[src/rtl/regfile_wr_arbiter.sv]
// regfile_wr_arbiter: shares the single write port of an 8x8 register file
// between the execute (ex_) and load (ld_) writers. Each writer owns a
// 1-entry holding buffer with a valid/ready handshake. A round-robin arbiter
// drains one buffer per cycle into registered rf_we/rf_waddr/rf_wdata outputs.
//
// Optional build macro: REGFILE_ARB_R0_DISCARD_EN
//   When defined, register 0 is the hardwired zero: a write to address 0 is
//   accepted, drained and arbitrated normally, but rf_we stays low for it.

module regfile_wr_arbiter #(
  parameter int DATA_W = 8,
  parameter int ADDR_W = 3,
  parameter int CNT_W  = 8
) (
  input  logic              clk,
  input  logic              rst_n,
  input  logic              ex_valid,
  output logic              ex_ready,
  input  logic [ADDR_W-1:0] ex_addr,
  input  logic [DATA_W-1:0] ex_data,
  input  logic              ld_valid,
  output logic              ld_ready,
  input  logic [ADDR_W-1:0] ld_addr,
  input  logic [DATA_W-1:0] ld_data,
  output logic              rf_we,
  output logic [ADDR_W-1:0] rf_waddr,
  output logic [DATA_W-1:0] rf_wdata,
  output logic              last_grant,
  output logic              busy,
  output logic [CNT_W-1:0]  conflict_cnt
);

  typedef enum logic {
    SRC_EX = 1'b0,
    SRC_LD = 1'b1
  } src_e;

  // Buffer state
  logic              ex_full_q, ex_full_d;
  logic              ld_full_q, ld_full_d;
  logic [ADDR_W-1:0] ex_addr_q, ld_addr_q;
  logic [DATA_W-1:0] ex_data_q, ld_data_q;

  // Arbitration / output state
  src_e              last_grant_q, last_grant_d;
  logic              rf_we_q, rf_we_d;
  logic [ADDR_W-1:0] rf_waddr_q, rf_waddr_d;
  logic [DATA_W-1:0] rf_wdata_q, rf_wdata_d;
  logic [CNT_W-1:0]  conflict_cnt_q, conflict_cnt_d;

  logic              grant_ex, grant_ld;
  logic              ex_take, ld_take;

  // Ready depends only on the full flags, so a buffer never refills in the
  // same cycle it drains.
  assign ex_ready = !ex_full_q;
  assign ld_ready = !ld_full_q;
  assign ex_take  = ex_valid && ex_ready;
  assign ld_take  = ld_valid && ld_ready;
  assign busy     = ex_full_q || ld_full_q;

  // Round-robin grant: on a tie the writer that did not drain last wins.
  always_comb begin
    // NOTE: every combinational output gets a default first so no path
    // through the block leaves it unassigned (which would infer a latch).
    grant_ex = 1'b0;
    grant_ld = 1'b0;
    if (ex_full_q && ld_full_q) begin
      if (last_grant_q == SRC_LD) grant_ex = 1'b1;
      else                        grant_ld = 1'b1;
    end else begin
      grant_ex = ex_full_q;
      grant_ld = ld_full_q;
    end
  end

  // Next-state for full flags, write port, grant history and conflict counter.
  always_comb begin
    ex_full_d      = ex_full_q;
    ld_full_d      = ld_full_q;
    last_grant_d   = last_grant_q;
    rf_we_d        = 1'b0;
    rf_waddr_d     = rf_waddr_q;
    rf_wdata_d     = rf_wdata_q;
    conflict_cnt_d = conflict_cnt_q;

    if (ex_take)  ex_full_d = 1'b1;
    if (ld_take)  ld_full_d = 1'b1;

    if (grant_ex) begin
      ex_full_d    = 1'b0;
      last_grant_d = SRC_EX;
      rf_we_d      = 1'b1;
      rf_waddr_d   = ex_addr_q;
      rf_wdata_d   = ex_data_q;
    end else if (grant_ld) begin
      ld_full_d    = 1'b0;
      last_grant_d = SRC_LD;
      rf_we_d      = 1'b1;
      rf_waddr_d   = ld_addr_q;
      rf_wdata_d   = ld_data_q;
    end

`ifdef REGFILE_ARB_R0_DISCARD_EN
    // Register 0 reads as zero: the slot is used but nothing is written.
    if (rf_waddr_d == '0) rf_we_d = 1'b0;
`else
    // Address 0 is an ordinary register.
`endif

    if (ex_full_q && ld_full_q && (conflict_cnt_q != '1))
      conflict_cnt_d = conflict_cnt_q + CNT_W'(1);
  end

  // Control state: cleared immediately by reset so no buffered write survives.
  always_ff @(posedge clk or negedge rst_n) begin
    if (!rst_n) begin
      // NOTE: sequential state uses non-blocking assignments so every
      // register samples the pre-edge values regardless of statement order.
      ex_full_q      <= 1'b0;
      ld_full_q      <= 1'b0;
      last_grant_q   <= SRC_LD;
      rf_we_q        <= 1'b0;
      rf_waddr_q     <= '0;
      rf_wdata_q     <= '0;
      conflict_cnt_q <= '0;
    end else begin
      ex_full_q      <= ex_full_d;
      ld_full_q      <= ld_full_d;
      last_grant_q   <= last_grant_d;
      rf_we_q        <= rf_we_d;
      rf_waddr_q     <= rf_waddr_d;
      rf_wdata_q     <= rf_wdata_d;
      conflict_cnt_q <= conflict_cnt_d;
    end
  end

  // Buffer payload capture on an accepted handshake.
  always_ff @(posedge clk) begin
    // NOTE: payload registers carry no reset; their contents are only ever
    // used while the matching full flag (which is reset) is set.
    if (ex_take) begin
      ex_addr_q <= ex_addr;
      ex_data_q <= ex_data;
    end
    if (ld_take) begin
      ld_addr_q <= ld_addr;
      ld_data_q <= ld_data;
    end
  end

  assign rf_we        = rf_we_q;
  assign rf_waddr     = rf_waddr_q;
  assign rf_wdata     = rf_wdata_q;
  assign last_grant   = last_grant_q;
  assign conflict_cnt = conflict_cnt_q;

endmodule

[config.mk]
export PLATFORM = sky130hd
export DESIGN_NAME = regfile_wr_arbiter
export DESIGN_NICKNAME = d
export VERILOG_FILES = /design/src/rtl/regfile_wr_arbiter.sv
export SDC_FILE = /design/constraint.sdc
export NUM_CORES = 1
export LEC_CHECK = 0
export BUFFER_PORTS_ARGS = -buffer_cell sky130_fd_sc_hd__clkbuf_2
export CORE_ASPECT_RATIO = 1.25
export CORE_MARGIN = 4
export CORE_UTILIZATION = 40
export DETAILED_ROUTE_END_ITERATION = 10
export PLACE_DENSITY_LB_ADDON = 0.3
export SYNTH_ARGS = -nofsm -noshare
export SYNTH_HDL_FRONTEND = slang
export SYNTH_SLANG_ARGS = --single-unit
[constraint.sdc]
create_clock -name clk -period 2.7 [get_ports clk]
set_clock_uncertainty 0.05 [all_clocks]
set_input_delay 0.675 -clock clk [delete_from_list [all_inputs] [get_ports clk]]
set_output_delay 0.675 -clock clk [all_outputs]
set_load 0.1 [all_outputs]
# After elaboration in Yosys (flattened, before gate mapping)
# Cells that the tools add are included.
# op_classes
n_eq_ne	1
n_reduce_logical	9
addsub	1
n_mux	17
# op_table
cell	n
2-to-1 mux 8 bit	2
2-to-1 mux 1 bit	13
adder 8 x 1 -> 8 bit, second input constant	1
inequality test 8 bit, second input constant	1
2-to-1 mux 3 bit	2
logical AND 1 bit	4
nonzero test 2 bit	2
zero test 1 bit	2
logical OR 1 bit	1
# totals
output_inout_bits	24
input_bits	26
elab_cells	39
register_bits	45

# Logic depth before layout (Yosys ltp)
# Gate-level depths: netlist of the first run.
# depth
ltp_word	5
mapped_depth	5
depth_no_buf	4

# Worst setup path before layout of the first run
# OpenSTA, ideal clock, no wires.
# synth_path
path_kind	reg-to-output
from	reg ex_full_q
to	out busy
slack_ps	-560
arrival_time_ps	2535
stages_incl_launch_ff	4
n_path_buf	1
t_required_ps	1975
cell_sequence	dfrtp_1 > inv_2 > clkbuf_1 > nand2_1
# synth_between
elab_chain_len	1
# synth_lines
item	line_no	text
start, declared	39	logic ex_full_q, ex_full_d;
start signal, assigned	128	ex_full_q <= ex_full_d;
logical OR 1 bit	60	assign busy = ex_full_q || ld_full_q;
end, declared	29	output logic busy,
# Every way passes these cells.

# Final worst setup path of the first run
# layout_path
from	reg ex_full_q
to	out ex_ready
# layout_between
elab_chain_len	1
# layout_lines
item	line_no	text
zero test 1 bit	56	assign ex_ready = !ex_full_q;
end, declared	18	output logic ex_ready,
# Every way passes these cells.

==> run metrics, run 1 <==
area of the multi-input gates 576 um2; CP Max Fanout 25; startpoint type of the worst setup path flop; worst-margin pin slew 610 ps; clk sinks 45; Distinct cells, synth 32; top post-synthesis cells by area edfxtp_1, dfrtp_1, nor3_1, mux2i_1, a211oi_1; nets about 210; crit end category primary output; Ports 50; Post-Synth Adder-Cell Area 0.00670; setup tns final 0 ps; Fill cells approximately 420; Slew Limit Headroom 0.593; die width slightly below 70 um; Die Y-Extent roughly 84 um; Core ar. ~4500 um2; antenna violations before repair 0; minimum clock period after layout about 2300 ps; antenna viol nets, final 0; met2 Use GR 0.243; register area share after synthesis 0.662; commonest non-fill, non-tap cells in the layout clkbuf_2, nor3_1, dfrtp_1, edfxtp_1, a211oi_1; Via density slightly above 5; Yosys top cell by area edfxtp_1; DR pass1 iterations 4; vias in the first global route roughly 1,300; Setup CP Type flop to primary output; Mapped Area approximately 1900 um2; Final Max Tran Viols 0; Root Driver clkbuf_8; Synthesis Warnings 0; Post-Synth Simple-Gate Area 0.123; DRT Wirelength between 3 and 4 mm; Setup Buffers After CTS 0; Max-Cap Viols 0; EDFF count, synth 22; gr ovfl total 0; Finished Cell Area roughly 2300 um2; Hold Slack around 330 ps; CTS Buf Count 5; Tcrit/Tclk final 0.862; Synth Area in Compound Gates 0.0831; first-pass GRT wire length about 6.3 mm; HP Class input pin to asynchronous set/reset pin; final hold vios 0; Via Count roughly 1,300; RD Place Congestion between 0.7 and 0.8; Final HPWL DP between 2 and 3 mm; Synth Area in XOR/XNOR 0.0141; status finished, final reports clean; post_cts resized 0; syn avg cell area 13.9 um2; DRC Markers 0; ys flop type edfxtp_1; 1st-iter DRT viols 68; Yosys reg bits 45; Crit path arrival time 1600 ps; area post-placement between 2000 and 2500 um2; GRT Max-Usage Layer met2; Wirelength per Cell 15.2 um; setup violators final 0; GRT met1 Usage 0.159; CP Data Required Time ~2000 ps; commonest non-fill, non-tap cell in the layout clkbuf_2; Die Footprint around 6000 um2; mux cell area share after synthesis 0.0810; # hold bufs at CTS 0; Area growth, synth to finish 21.4%; Max Buffers Root-to-Sink 2; H-tree depth 2; Register Area ~1200 um2; clk slew on worst S/H paths about 80 ps; post-synth top area share 0.354; Starting Density 0.419; Syn Nets approximately 160; clk_lat worst skew about 290 ps; CTS tree yes; Cell Rows 27; # diodes 0; final core utilization 0.509; Port Buffers between 40 and 50; largest family of logic cells by synthesized area simple AND/OR/NAND/NOR gates; Synth Instances 134; async set-reset flop share out of synthesis 0.511; pin count of the biggest net entering global routing 26; Peak Freq about 430 MHz; share of layout cells above drive strength 1 0.364; met3 usage 0.0419; RSZ-0062 raised after global routing false; gr usage total 0.137
## worst paths after layout
kind | startpoint | to | slack (ps) | cells after the start
setup reg to reg | conflict_cnt[0] | conflict_cnt[1] | 1140 | 4
hold reg to reg | conflict_cnt[0] | conflict_cnt[0] | 470 | 1
max in group asynchronous | rst_n | rf_waddr[2] | 1870 | 1
hold / removal | rst_n | conflict_cnt[1] | 330 | 1
setup / recovery | ex_full_q | ex_ready | 370 | 2
min in group clk | conflict_cnt[0] | conflict_cnt[0] | 470 | 1
## synthesized netlist by cell type, types with 2 or more instances
library cell and instances:
clkbuf_1 2, xor2_1 2, buf_2 2, edfxtp_1 22, a21oi_1 4, nand2_1 4, a21o_1 2, buf_6 2
dfrtp_1 22, nor3_1 24, nand3_1 2, a211oi_1 13, mux2i_1 11, nand4_1 2, nor2b_1 2, mux2_4 2
## per-stage QoR
step,worst slack [ps],cells
after floorplan,169,134
after global placement,719,237
after detailed placement,697,237
after CTS,369,245
after global routing,268,245
final,372,245
## cells by family after synthesis
| logic type | after synthesis |
|---|---|
| AOI/OAI and AO/OA | 21 |
| xor gates and xnor gates | 3 |
| adders and majority gates | 1 |
| buffers and inverters | 9 |
| DFF | 45 |
| muxes | 14 |
| and+or+nand+nor | 41 |
## area by class of cell
cell class / count / share of cell area
multi-input cells: 80 / 0.254
inverters: 2 / 0.00331
repair buffers: 52 / 0.126
clock buffers: 8 / 0.0397
well taps: 58 / 0.0320
flip-flops and latches: 45 / 0.546
## flip-flops by register name, indices dropped and copies added (netlist names)
register	count
rf_waddr	3
rf_wdata	8
conflict_cnt	8
ld_data_q	8
last_grant	1
ld_addr_q	3
ex_full_q	1
ld_full_q	1
ex_addr_q	3
ex_data_q	8
rf_we	1
## layer usage
layer	up-vias	routed length, um
li1	611	-
met1	621	1490
met2	34	1980
met3	6	222
met4	0	49
met5	-	0
## worst max-delay path, cell delays in order (launching register included)
cell	delay (ps)
dfrtp_1	440
inv_2	330
clkbuf_2	530
Power of run 1 is not shown: default switching activity piles up to over one toggle a cycle in this logic, so the estimate is an artifact.
==> inputs of run 2 (changes only) <==
--- a/config.mk
+++ b/config.mk
@@ -5,6 +5,8 @@
 export SDC_FILE = /design/constraint.sdc
 export NUM_CORES = 1
 export LEC_CHECK = 0
+export ABC_AREA = 1
+export ABC_CLOCK_PERIOD_IN_PS = 2700
 export BUFFER_PORTS_ARGS = -buffer_cell sky130_fd_sc_hd__clkbuf_2
 export CORE_ASPECT_RATIO = 1.25
 export CORE_MARGIN = 4
==> run metrics, run 2 <==
post-synth top area share 0.370; setup violators final 0; setup tns final 0 ps; post_cts resized 0; RSZ-0062 raised after global routing false; vias in the first global route ~1,200; Via density ~4.6; async set-reset flop share out of synthesis 0.511; Yosys top cell by area edfxtp_1; Synthesis Warnings 0; Root Driver clkbuf_8; Tcrit/Tclk final 0.888; Fill cells about 370; crit-path leading delay family flip-flops; Port Buffers a little under 50; CP Max Fanout 18; Ports 50; ys flop type edfxtp_1; Yosys reg bits 45; antenna violations before repair 0; Hold Slack 312 ps; Via Count between 1,000 and 1,500; share of layout cells above drive strength 1 0.299; Max Buffers Root-to-Sink 2; Die Y-Extent just over 80 um; HP Class input pin to asynchronous set/reset pin; WP depth 3; Distinct cells, synth 19; # diodes 0; clk_lat worst skew slightly below 300 ps; gr ovfl total 0; commonest non-fill, non-tap cell in the layout nand2_1; CP cell instances nor2_1 -> inv_1 -> clkbuf_2; Die Footprint roughly 5600 um2; Wirelength per Cell 11.8 um; Crit path arrival time 1670 ps; H-tree depth 2; startpoint type of the worst setup path flop; Peak Freq between 400 and 500 MHz; commonest non-fill, non-tap cells in the layout nand2_1, clkbuf_2, nand3_1, dfrtp_1, edfxtp_1; pin count of the biggest net entering global routing 24; clk sinks 45; Mapped Area 1790 um2; most frequent cell after synthesis nand2_1; clk slew on worst S/H paths around 80 ps; Core ar. between 4000 and 5000 um2; worst-margin pin slew just under 600 ps; EDFF count, synth 22; antenna viol nets, final 0; CP Launch Point ld_full_q; CTS tree yes; worst path bufs/invs 2; Worst R2R Start ld_full_q; Max-Cap Viols 0; R2R setup slack 1260 ps; DR pass1 iterations 4; CP Data Required Time 1980 ps; Critical-path top delay cell dfrtp_1; CTS Buf Count 5; 1st-iter DRT viols between 60 and 70; minimum clock period after layout ~2400 ps; largest stage delay on the critical path 720 ps; top cells by count, synth nand2_1, nand3_1, dfrtp_1, edfxtp_1, inv_1; final hold vios 0; Final HPWL DP 2.47 mm; Setup Buffers After CTS 0; top post-synthesis cells by area edfxtp_1, dfrtp_1, nand2_1, nand3_1, inv_1; syn avg cell area 10.8 um2; Setup CP Type flop to primary output; first-pass GRT wire length ~5.4 mm; register area share after synthesis 0.693; Synth Instances between 150 and 200; Syn Nets ~190; die width about 68 um; Slew Limit Headroom 0.614; status finished, final reports clean; DRT Wirelength about 3.3 mm; gr usage total 0.133; DRC Markers 0; reg2reg path depth 6; Cell Rows 26; # hold bufs at CTS 0; RD Place Congestion around 0.75; Area growth, synth to finish 23.8%; nets between 200 and 250; Final Max Tran Viols 0; crit end category primary output; Starting Density 0.425
run 2: cell count changes in the layout (fill, tap and decap cells not counted), moves of 4 or more:
cell and change:
a21oi_1 -4, nor3_1 -24, o21ai_0 +4, nand2_1 +49
nor2_1 +8, a211oi_1 -13, mux2i_1 -11, nand3_1 +23
inv_1 +12
run 2: path summary, 6_finish.rpt:
| kind | endpoint |
|---|---|
| worst max register to register | conflict_cnt[3] |
| max in group asynchronous | rf_wdata[3] |
| worst min register to register | rf_waddr[2] |
| worst min-delay path | conflict_cnt[7] |
| min in group clk | rf_waddr[2] |
| worst max-delay path | busy |
run 2: stage by stage:
stage	instances	utilization	setup slack (ps)	cell area, um2
5_1_grt	277	0.527	168	2210
2_1_floorplan	166	-	701	1790
6_report	277	0.527	302	2210
3_3_place_gp	269	0.498	628	2090
4_1_cts	277	0.527	292	2210
3_5_place_dp	269	0.498	620	2090
run 2: layout make-up:
| type | instances | area [um2] | share of cell area |
|---|---|---|---|
| clock buffers | 6 | 82.6 | 0.0374 |
| clock inverters | 2 | 37.5 | 0.0170 |
| inverters | 15 | 56.3 | 0.0255 |
| multi-input cells | 101 | 459 | 0.208 |
| flip-flops and latches | 45 | 1240 | 0.560 |
| well taps | 56 | 70.1 | 0.0317 |
| repair buffers | 52 | 268 | 0.121 |
run 2: metal layers:
layer	up-vias	part of all wire	global-route usage
li1	649	-	-
met1	569	0.44	0.176
met2	45	0.48	0.212
met3	4	0.074	0.0365
met4	0	0.0089	0.0426
met5	-	0	0
run 2: cells by family after synthesis:
group,share of synthesized area
DFF,0.693
AOI/OAI and AO/OA,0.0301
xor gates and xnor gates,0.00981
and+or+nand+nor,0.210
buffers and inverters,0.0498
adders and majority gates,0.00701
Power of run 2 is left out for the same reason.
==> inputs of run 3 (changes only) <==
--- a/config.mk
+++ b/config.mk
@@ -13,6 +13,7 @@
 export CORE_UTILIZATION = 40
 export DETAILED_ROUTE_END_ITERATION = 10
 export PLACE_DENSITY_LB_ADDON = 0.3
+export REMOVE_ABC_BUFFERS = 1
 export SYNTH_ARGS = -nofsm -noshare
 export SYNTH_HDL_FRONTEND = slang
 export SYNTH_SLANG_ARGS = --single-unit
==> run metrics, run 3 (synthesis gave the netlist of run 2 again) <==
DR pass1 iterations 4; DRT Wirelength 3.48 mm; Slew Limit Headroom 0.594; pin count of the biggest net entering global routing 24; Worst R2R Start ex_full_q; largest stage delay on the critical path 740 ps; minimum clock period after layout around 2200 ps; nets ~250; Max Buffers Root-to-Sink 2; RD Place Congestion roughly 0.72; antenna viol nets, final 0; Ports 50; Final Max Tran Viols 0; share of layout cells above drive strength 1 0.294; RSZ-0062 raised after global routing false; Cell Rows 26; CTS Buf Count 5; CP Data Required Time 1980 ps; crit-path leading delay family flip-flops; antenna violations before repair 0; HP Class input pin to asynchronous set/reset pin; 1st-iter DRT viols 26; # hold bufs at CTS 0; gr usage total 0.147; die width roughly 68 um; commonest non-fill, non-tap cells in the layout nand2_1, clkbuf_2, nand3_1, dfrtp_1, edfxtp_1; Peak Freq between 400 and 500 MHz; Max-Cap Viols 0; Starting Density 0.425; worst path bufs/invs 2; startpoint type of the worst setup path flop; first-pass GRT wire length approximately 5.9 mm; setup tns final 0 ps; Final HPWL DP 2.58 mm; Area growth, synth to finish 24.2%; Wirelength per Cell roughly 13 um; commonest non-fill, non-tap cell in the layout nand2_1; clk_lat worst skew ~300 ps; status finished, final reports clean; Die Footprint about 5600 um2; Tcrit/Tclk final 0.825; DRC Markers 0; Setup CP Type flop to primary output; FF-to-FF End ex_addr_q[1]; Crit path arrival time 1500 ps; worst-margin pin slew 609 ps; Setup Buffers After CTS 0; Core ar. around 4200 um2; Critical-path top delay cell dfrtp_1; vias in the first global route between 1,000 and 1,500; post_cts resized 0; clk slew on worst S/H paths approximately 80 ps; H-tree depth 2; CP cell instances inv_1 -> clkbuf_2; setup violators final 0; CTS tree yes; final hold vios 0; R2R setup slack 1200 ps; Via density between 4 and 5; Port Buffers 49; Via Count around 1,300; gr ovfl total 0; clk sinks between 40 and 50; crit end category primary output; CP Max Fanout 18; reg2reg path depth 2; # diodes 0; Die Y-Extent 82.7 um; Root Driver clkbuf_8
## run 3: cell types whose count changed in the layout (fill, tap and decap cells not counted), sizes merged
cell,before,now
clkbuf,55,54
clkinv,0,1
clkinvlp,1,0
buf,3,4
## run 3: cell type report
type,count,area (um2)
Fill cell,400,1980
Sequential cell,45,1240
Multi-Input combinational cell,101,459
Timing Repair Buffer,52,283
Clock buffer,6,72.6
Tap cell,56,70.1
Inverter,15,56.3
Clock inverter,2,38.8
## run 3: worst max path at each step
stage / depth (start not counted) / slack (ps) / from / to
after detailed placement: 2 / 790 / ld_full_q / ld_ready
after floorplan: 2 / 450 / ld_full_q / busy
after CTS: 2 / 450 / ld_full_q / ld_ready
final: 2 / 470 / ld_full_q / ld_ready
after global placement: 2 / 780 / ld_full_q / ld_ready
after global routing: 2 / 310 / ld_full_q / ld_ready
## run 3: routing by layer
layer,wire length (um),vias up,share of wire,track usage
li1,-,649,-,-
met1,1510,619,0.43,0.188
met4,57,0,0.016,0.0548
met3,214,6,0.061,0.0474
met2,1700,37,0.49,0.230
met5,0,-,0,0
## run 3: through the flow
stage               std cells  hold slack [ps]  area (um2)  worst slack [ps]  utilization
global route              277              346        2220               314        0.528
global placement          269              384        2110               776        0.502
detailed placement        269              386        2110               792        0.502
floorplan                 161              329        1750               454            -
finish                    277              312        2220               473        0.528
CTS                       277              332        2220               454        0.528
Power of run 3 is left out for the same reason.
